$ cat src/rtl/clock_div_bank_if.sv
// Signal bundle for clock_div_bank: per-channel divide requests in, per-channel
// divided clocks, enables and staged resets out.
interface clock_div_bank_if #(
  parameter int NCH  = 2,
  parameter int SIZE = 8
);
  // No valid/ready here: div_load and sync are single-cycle strobes sampled on
  // every posedge; outputs are registered and valid on every cycle.
  logic [NCH*SIZE-1:0] div;
  logic [NCH-1:0]      div_load;
  logic                sync;
  logic [NCH-1:0]      tick;
  logic [NCH-1:0]      div_out;
  logic [NCH-1:0]      rst_out;
  logic [NCH-1:0]      pending;

  modport master (
    output div, div_load, sync,
    input  tick, div_out, rst_out, pending
  );

  modport slave (
    input  div, div_load, sync,
    output tick, div_out, rst_out, pending
  );
endinterface

$ cat src/rtl/clock_div_bank.sv
// Bank of NCH independent programmable clock dividers with shadowed divide
// values, period-boundary updates, a shared phase sync and staged resets.
module clock_div_bank #(
  parameter int NCH         = 2,
  parameter int SIZE        = 8,
  parameter int DEFAULT_DIV = 2,
  parameter int RST_TICKS   = 3
) (
  input  logic              clk,
  input  logic              reset,
  clock_div_bank_if.slave   bus
);

  localparam logic [SIZE-1:0] DEF_DIV  = SIZE'(DEFAULT_DIV);
  localparam logic [2:0]      RST_INIT = 3'(RST_TICKS);

  logic [SIZE-1:0] shadow_q [NCH];
  logic [SIZE-1:0] shadow_d [NCH];
  logic [SIZE-1:0] active_q [NCH];
  logic [SIZE-1:0] active_d [NCH];
  logic [SIZE-1:0] cnt_q    [NCH];
  logic [SIZE-1:0] cnt_d    [NCH];
  logic [2:0]      rdly_q   [NCH];
  logic [2:0]      rdly_d   [NCH];
  logic [SIZE-1:0] half     [NCH];
  logic            bnd      [NCH];

  logic [NCH-1:0] tick_q, tick_d;
  logic [NCH-1:0] div_out_q, div_out_d;
  logic [NCH-1:0] rst_out_q, rst_out_d;
  logic [NCH-1:0] pending_q, pending_d;
  logic           run_q, run_d;

  // run_q holds every counter at phase 0 for the first cycle after reset, so
  // the registered outputs start their first period one cycle after release.
  always_comb begin
    run_d     = 1'b1;
    tick_d    = '0;
    div_out_d = '0;
    rst_out_d = '0;
    pending_d = '0;
    for (int i = 0; i < NCH; i++) begin
      shadow_d[i] = bus.div_load[i] ? bus.div[i*SIZE +: SIZE] : shadow_q[i];
      bnd[i]      = tick_q[i] || (active_q[i] == '0);
      active_d[i] = (bus.sync || bnd[i]) ? shadow_d[i] : active_q[i];

      if (bus.sync || !run_q || bnd[i] || (active_d[i] < SIZE'(2)))
        cnt_d[i] = '0;
      else
        cnt_d[i] = cnt_q[i] + SIZE'(1);

      // ceil(N/2) as floor(N/2) + lsb never exceeds SIZE bits
      half[i] = (active_d[i] >> 1) + {{(SIZE-1){1'b0}}, active_d[i][0]};

      tick_d[i]    = (active_d[i] == SIZE'(1)) ||
                     ((active_d[i] > SIZE'(1)) && (cnt_d[i] == active_d[i] - SIZE'(1)));
      div_out_d[i] = (active_d[i] != '0) && (cnt_d[i] < half[i]);
      pending_d[i] = (shadow_d[i] != active_d[i]);

      rdly_d[i]    = (tick_q[i] && (rdly_q[i] != 3'd0)) ? rdly_q[i] - 3'd1 : rdly_q[i];
      rst_out_d[i] = (rdly_d[i] != 3'd0);
    end
  end

  always_ff @(posedge clk) begin
    if (reset) begin
      run_q     <= 1'b0;
      tick_q    <= '0;
      div_out_q <= '0;
      rst_out_q <= '1;
      pending_q <= '0;
      for (int i = 0; i < NCH; i++) begin
        shadow_q[i] <= DEF_DIV;
        active_q[i] <= DEF_DIV;
        cnt_q[i]    <= '0;
        rdly_q[i]   <= RST_INIT;
      end
    end else begin
      run_q     <= run_d;
      tick_q    <= tick_d;
      div_out_q <= div_out_d;
      rst_out_q <= rst_out_d;
      pending_q <= pending_d;
      for (int i = 0; i < NCH; i++) begin
        shadow_q[i] <= shadow_d[i];
        active_q[i] <= active_d[i];
        cnt_q[i]    <= cnt_d[i];
        rdly_q[i]   <= rdly_d[i];
      end
    end
  end

  assign bus.tick    = tick_q;
  assign bus.div_out = div_out_q;
  assign bus.rst_out = rst_out_q;
  assign bus.pending = pending_q;

endmodule

$ cat src/flat_wrapper.sv
// flat-port wrapper written by rule: the top's interface ports become plain ports
module clock_div_bank_flat 
#(
  parameter int NCH         = 2,
  parameter int SIZE        = 8,
  parameter int DEFAULT_DIV = 2,
  parameter int RST_TICKS   = 3
)
  (clk, reset, bus_div, bus_div_load, bus_sync, bus_tick, bus_div_out, bus_rst_out, bus_pending);
  clock_div_bank_if #(.NCH(NCH), .SIZE(SIZE)) bus_i ();
  input  logic clk;
  input  logic reset;
  input wire logic [$bits(bus_i.div)-1:0] bus_div;
  input wire logic [$bits(bus_i.div_load)-1:0] bus_div_load;
  input wire logic [$bits(bus_i.sync)-1:0] bus_sync;
  output wire logic [$bits(bus_i.tick)-1:0] bus_tick;
  output wire logic [$bits(bus_i.div_out)-1:0] bus_div_out;
  output wire logic [$bits(bus_i.rst_out)-1:0] bus_rst_out;
  output wire logic [$bits(bus_i.pending)-1:0] bus_pending;
  assign bus_i.div = bus_div;
  assign bus_i.div_load = bus_div_load;
  assign bus_i.sync = bus_sync;
  assign bus_tick = bus_i.tick;
  assign bus_div_out = bus_i.div_out;
  assign bus_rst_out = bus_i.rst_out;
  assign bus_pending = bus_i.pending;
  clock_div_bank #(.NCH(NCH), .SIZE(SIZE), .DEFAULT_DIV(DEFAULT_DIV), .RST_TICKS(RST_TICKS)) u_core (.clk(clk), .reset(reset), .bus(bus_i));
endmodule
$ cat config.mk
export PLATFORM = sky130hd
export DESIGN_NAME = clock_div_bank_flat
export DESIGN_NICKNAME = d
export VERILOG_FILES = /design/src/rtl/clock_div_bank_if.sv /design/src/rtl/clock_div_bank.sv /design/src/flat_wrapper.sv
export SDC_FILE = /design/constraint.sdc
export NUM_CORES = 1
export LEC_CHECK = 0
export BUFFER_PORTS_ARGS = -buffer_cell sky130_fd_sc_hd__buf_4
export CORE_AREA = 2 2 94 96
export DETAILED_ROUTE_END_ITERATION = 12
export DIE_AREA = 0 0 96 98
export PLACE_DENSITY = 0.7
export SETUP_SLACK_MARGIN = 0.1
export SKIP_CTS_REPAIR_TIMING = 1
export SKIP_LAST_GASP = 1
export SLEW_MARGIN = 5
export SYNTH_ARGS = -nofsm -noshare
export SYNTH_HDL_FRONTEND = slang
export SYNTH_SLANG_ARGS = --single-unit
$ cat constraint.sdc
create_clock -name clk -period 3.5 [get_ports clk]
set_input_delay 0.175 -clock clk [delete_from_list [all_inputs] [get_ports clk]]
set_output_delay 0.175 -clock clk [all_outputs]
set_load 0.05 [all_outputs]
Word level (Yosys, flattened, before mapping)
Memory sizes are Yosys's and may differ from the RTL's.
Cells that the tools add are included.
{"block": "totals", "register_bits": 9, "latchBits": 0, "ram_bits": 54, "romBits": 0, "in_bits": 21, "mem_count": 4}
{"memory": "u_core.active_q", "depth": 2, "word_bits": 8, "rd": 2, "rd_ports_with_merged_regs": 0, "wr": 2, "line_no": "clock_div_bank.sv:19", "rtl": "logic [SIZE-1:0] active_q [NCH];"}
{"memory": "u_core.cnt_q", "depth": 2, "word_bits": 8, "rd": 2, "rd_ports_with_merged_regs": 0, "wr": 2, "line_no": "clock_div_bank.sv:21", "rtl": "logic [SIZE-1:0] cnt_q [NCH];"}
{"memory": "u_core.shadow_q", "depth": 2, "word_bits": 8, "rd": 2, "rd_ports_with_merged_regs": 0, "wr": 2, "line_no": "clock_div_bank.sv:17", "rtl": "logic [SIZE-1:0] shadow_q [NCH];"}
{"memory": "u_core.rdly_q", "depth": 2, "word_bits": 3, "rd": 2, "rd_ports_with_merged_regs": 0, "wr": 2, "line_no": "clock_div_bank.sv:23", "rtl": "logic [2:0] rdly_q [NCH];"}
{"block": "classes", "n_addsub": 8, "mul": 0, "div_mod_pow": 0, "order_cmp": 6, "eq_ne": 6, "shift": 0, "mux": 19, "bitwise": 8, "n_reduce_logical": 26}
{"cell": "$mux 8", "count": 12}
{"cell": "$add 7x1->8", "count": 2}
{"cell": "$add 8x1->8 const B", "count": 2}
{"cell": "$eq 8x1->1 const B", "count": 2}
{"cell": "$eq 8x8->1", "count": 2}
{"cell": "$gt 8x1->1 const B", "count": 2}
{"cell": "$logic_not 8->1", "count": 2}
{"cell": "$lt 8x2->1 const B", "count": 2}
{"cell": "$lt 8x8->1", "count": 2}
{"cell": "$ne 8x8->1", "count": 2}
{"cell": "$reduce_bool 8->1", "count": 2}
{"cell": "$sub 8x1->8 const B", "count": 2}
{"cell": "$mux 3", "count": 4}
{"cell": "$reduce_bool 3->1", "count": 4}
{"cell": "$logic_or 1x1->1", "count": 11}
{"cell": "$or 1x1->1", "count": 8}
{"cell": "$logic_and 1x1->1", "count": 6}
{"cell": "$sub 3x1->3 const B", "count": 2}
{"cell": "$mux 1", "count": 3}
{"cell": "$logic_not 1->1", "count": 1}

Longest topological paths before layout
An unclocked memory read counts as a cell.
{"block": "depth", "word_depth": 11, "mapped_depth": 17}

Worst setup path after synthesis
OpenSTA, ideal clock, no wires.
{"block": "synth_path", "path_kind": "register to register", "from": "mem u_core.active_q[1][3] (netlist: u_core.active_q[0][11])", "to": "reg u_core.div_out_q[1] (netlist: u_core.bus.div_out[1])", "arrival_ns": 3.743, "required_ns": 3.442, "slack_ns": -0.302, "stages_incl_launch_ff": 15, "path_buffers": 1, "cell_sequence": "dfxtp_1 > or4_1 > buf_2 > o41ai_4 > mux2i_1 > inv_1 > ha_1 > ha_1 > nand4_1 > xor2_1 > ha_1 > a21oi_1 > o21ai_0 > a2111oi_0 > o21a_1"}
{"element": "start: declaration", "line_no": "clock_div_bank.sv:19"}
{"element": "end signal: assignment", "line_no": "clock_div_bank.sv:81", "rtl": "div_out_q <= div_out_d;"}
{"element": "end: declaration", "line_no": "clock_div_bank.sv:29", "rtl": "logic [NCH-1:0] div_out_q, div_out_d;"}

==> key figures <==
Finish
  – # diodes: 0
  – Most common cell after layout, fill and taps aside: dfxtp_1
  – Final std cells w/o fill: 655
  – Commonest non-fill, non-tap cells in the layout: dfxtp_1, nor2_1, buf_4
  – Share of cells above drive strength 1: 20.1%
  – Design area: between 0.004 and 0.005 mm^2
  – Area grow syn2layout: 20.6%
  – Layout Nets: 593

Setup path
  – Reg-to-reg setup timing slack: 0.09 ns
  – Startpoint Class: flop
  – Worst-path fanout max: 4
  – FF-to-FF path depth: 14
  – CP Data Required Time: 3.80 ns
  – Critical path endpoint category: flop
  – Crit Path Category: flop to flop
  – Reg2reg end: u_core.bus.div_out[1]
  – Worst endpoint data arrival time: 3.71 ns
  – Reg2reg start: u_core.active_q[0][10]

Synthesis
  – Post-synth top area share: a little under a third
  – Number of synthesized flops with an enable pin: 0
  – Mapped Avg Cell Area: 8.35 um^2
  – Synth area leader: dfxtp_1
  – Cells after synthesis: 492
  – Mapped Area: 0.00411 mm^2
  – Sequential area share after synthesis: a little under a third
  – Ranking of synthesized cells by area: dfxtp_1, ha_1, mux2i_1
  – Primary FF master, synth: dfxtp_1
  – Syn. warnings: 0
  – Synth async-reset ratio: 0%
  – Synth unique cells: 53
  – Syn Nets: 543
  – Seq cells post-synth: 63

Timing
  – Final hold vios: 0
  – Final WS setup: 0.0923 ns
  – Rel. slew slack: 46.3%
  – Achievable frequency: between 200 and 300 MHz
  – Unrepaired setup endpoints after global routing: yes
  – Setup violations, final: 0
  – Final Critical Period: 3.41 ns
  – Worst slew pin tran: 0.793 ns
  – Fin Clk Skew: 0.0115 ns
  – Fin Setup TNS: 0 ns
  – Slew Viols, Final: 0
  – Fin crit share: a little over nine tenths

Clock network
  – TritonCTS clock tree: built
  – CTS Buf Count: 9
  – Clock sink count: 63
  – Root buf cell: clkbuf_8
  – Bufs on Longest Clock Path: 2
  – CTS H-tree depth: 3
  – Worst-path clk slew: 0.08 ns
  – Clk Latency, worst-skew pair: 0.35 ns

Floorplanning
  – # IOs: 29
  – # rows: 34
  – Die area: 0.00941 mm^2
  – Die W: 96 um
  – Core area: 0.00847 mm^2
  – Initial Util: 48.6%
  – Die H: 98 um

Placed design
  – Worst slack at placement: -0.0616 ns
  – Area after DPL: 0.00460 mm^2
  – RePlAce Congestion: 0.862
  – Detailed Place HPWL: 6.85 mm
  – I/O Buffers: 28
  – DP Cell Count: 630

Run
  – Max_cap viols: 0

Pwr
  – Int Power: ~1.3 mW
  – Switching share of power: 32.0%
  – Peak supply drop: around 0.21 mV
  – Pwr dens: 392 mW/mm^2
  – LEAKAGE: 2.20 nW
  – Switching power: 0.623 mW
  – Flop pwr share: 40.1%
  – Clock Power Share: between 30% and 40%
  – Post-layout power: roughly 1.9 mW
  – Logic pwr share: 26.9%

Global route
  – Total Routing Usage GR: 20.7%
  – GRT overflow: 0
  – Antenna violations before repair: 0
  – First-pass GRT wire length: 15.5 mm
  – Largest net degree at the start of global routing: 45
  – Number of global-route vias before repair: 3,483

Status
  – Outcome: completed

Worst hold path
  – Hold depth: 3
  – Hold EP: u_core.shadow_q[0][5]
  – Worst min-delay path class: primary input to flop
  – Hold Crit Start: bus_div[5]

Route
  – Detailed-route via count: around 3,600
  – Final ANT Viol Nets: 0
  – First DRT Iteration DRCs: 108
  – Routed WL per cell: about 14 um
  – Via-per-instance ratio: 5.44
  – Drt pass-1 iters: 4
  – # DRC: 0
  – Drt total wl: 9.33 mm
==> kinds of logic (layout without fill, tap and decap cells) <==
group	Yosys count	in the layout	synth area share [%]
adders and majority gates	30	30	9.13
DFF	63	63	30.7
buffers and inverters	53	108	5.18
AOI/OAI and AO/OA	77	77	12.2
xor gates and xnor gates	57	57	13.2
and+or+nand+nor	179	179	21.4
muxes	33	33	8.16
==> Yosys cell counts (3+ instances only) <==
master,number
a21o_1,3
a21oi_1,16
a31oi_1,4
and2_1,7
and3_1,3
clkbuf_1,16
dfxtp_1,63
ha_1,30
inv_1,32
mux2_2,4
mux2i_1,29
nand2_1,29
nand2b_1,4
nand3_1,16
nand4_1,8
nor2_1,58
nor3_1,25
nor3b_1,3
nor4_1,3
o211ai_1,5
o21a_1,5
o21ai_0,22
o21ai_1,3
o22ai_1,3
or2_2,4
or3_1,9
or4_1,4
xnor2_1,27
xor2_1,26
==> per-stage QoR <==
step	hold WS (ns)	utilization, %
finish	0.133	58.6
global route	0.127	58.6
CTS	0.122	56.7
detailed placement	0.472	54.4
global placement	0.467	54.4
floorplan	0.363	-
==> state kept, by name, indices dropped and copies added, names as in the netlist, 2 cells and up <==
signal              flops
u_core.active_q        16
u_core.cnt_q           16
u_core.shadow_q        16
u_core.rdly_q           6
u_core.bus.div_out      2
u_core.bus.pending      2
u_core.bus.rst_out      2
u_core.bus.tick         2
==> worst max-delay path: stages, from the launching register on <==
cell       delay, ns
dfxtp_2         0.33
or4_4           0.55
o41ai_4         0.40
buf_12          0.17
mux2i_4         0.23
inv_2           0.07
ha_4            0.17
ha_4            0.16
nand4_1         0.08
xor2_1          0.15
ha_1            0.29
a21oi_2         0.17
o21ai_2         0.09
a2111oi_4       0.34
o21a_1          0.16
==> layout make-up <==
cell class,count,area (um^2)
fill,752,3510
multi-input combinational,376,2760
sequential,63,1260
timing repair buffer,60,479
tap,108,135
clock buffer,9,124
inverter,32,120
clock inverter,7,73.8
==> power groups by stage <==
stage	logic, mW	registers (mW)	clock network (mW)
floorplan	0.339	0.808	0
global placement	0.479	0.793	0
global route	0.578	0.783	0.687
CTS	0.492	0.778	0.659
finish	0.524	0.780	0.641
detailed placement	0.490	0.795	0
==> worst max-delay path by stage <==
stage                                      start                    end  slack [ns]  cells after the start
after floorplan           u_core.active_q[0][12]  u_core.bus.div_out[1]        0.01                     17
final                     u_core.active_q[0][10]  u_core.bus.div_out[1]        0.09                     14
after CTS                 u_core.active_q[0][12]  u_core.bus.div_out[1]       -0.09                     14
after global routing      u_core.active_q[0][10]  u_core.bus.div_out[1]       -0.03                     14
after global placement    u_core.active_q[0][12]  u_core.bus.div_out[1]        0.19                     14
after detailed placement  u_core.active_q[0][12]  u_core.bus.div_out[1]       -0.06                     14
==> layer usage <==
metal  GRT usage (%)  routed length [um]  vias up  part of all wire, %
met2            35.4                4740       61                   51
met5               0                   0        -                    0
met3            5.09                 362       12                  3.9
li1                -                   -     1814                    -
met4            6.26                 106        0                  1.1
met1            25.3                4110     1673                   44
Power figures use the tool's default switching activity.
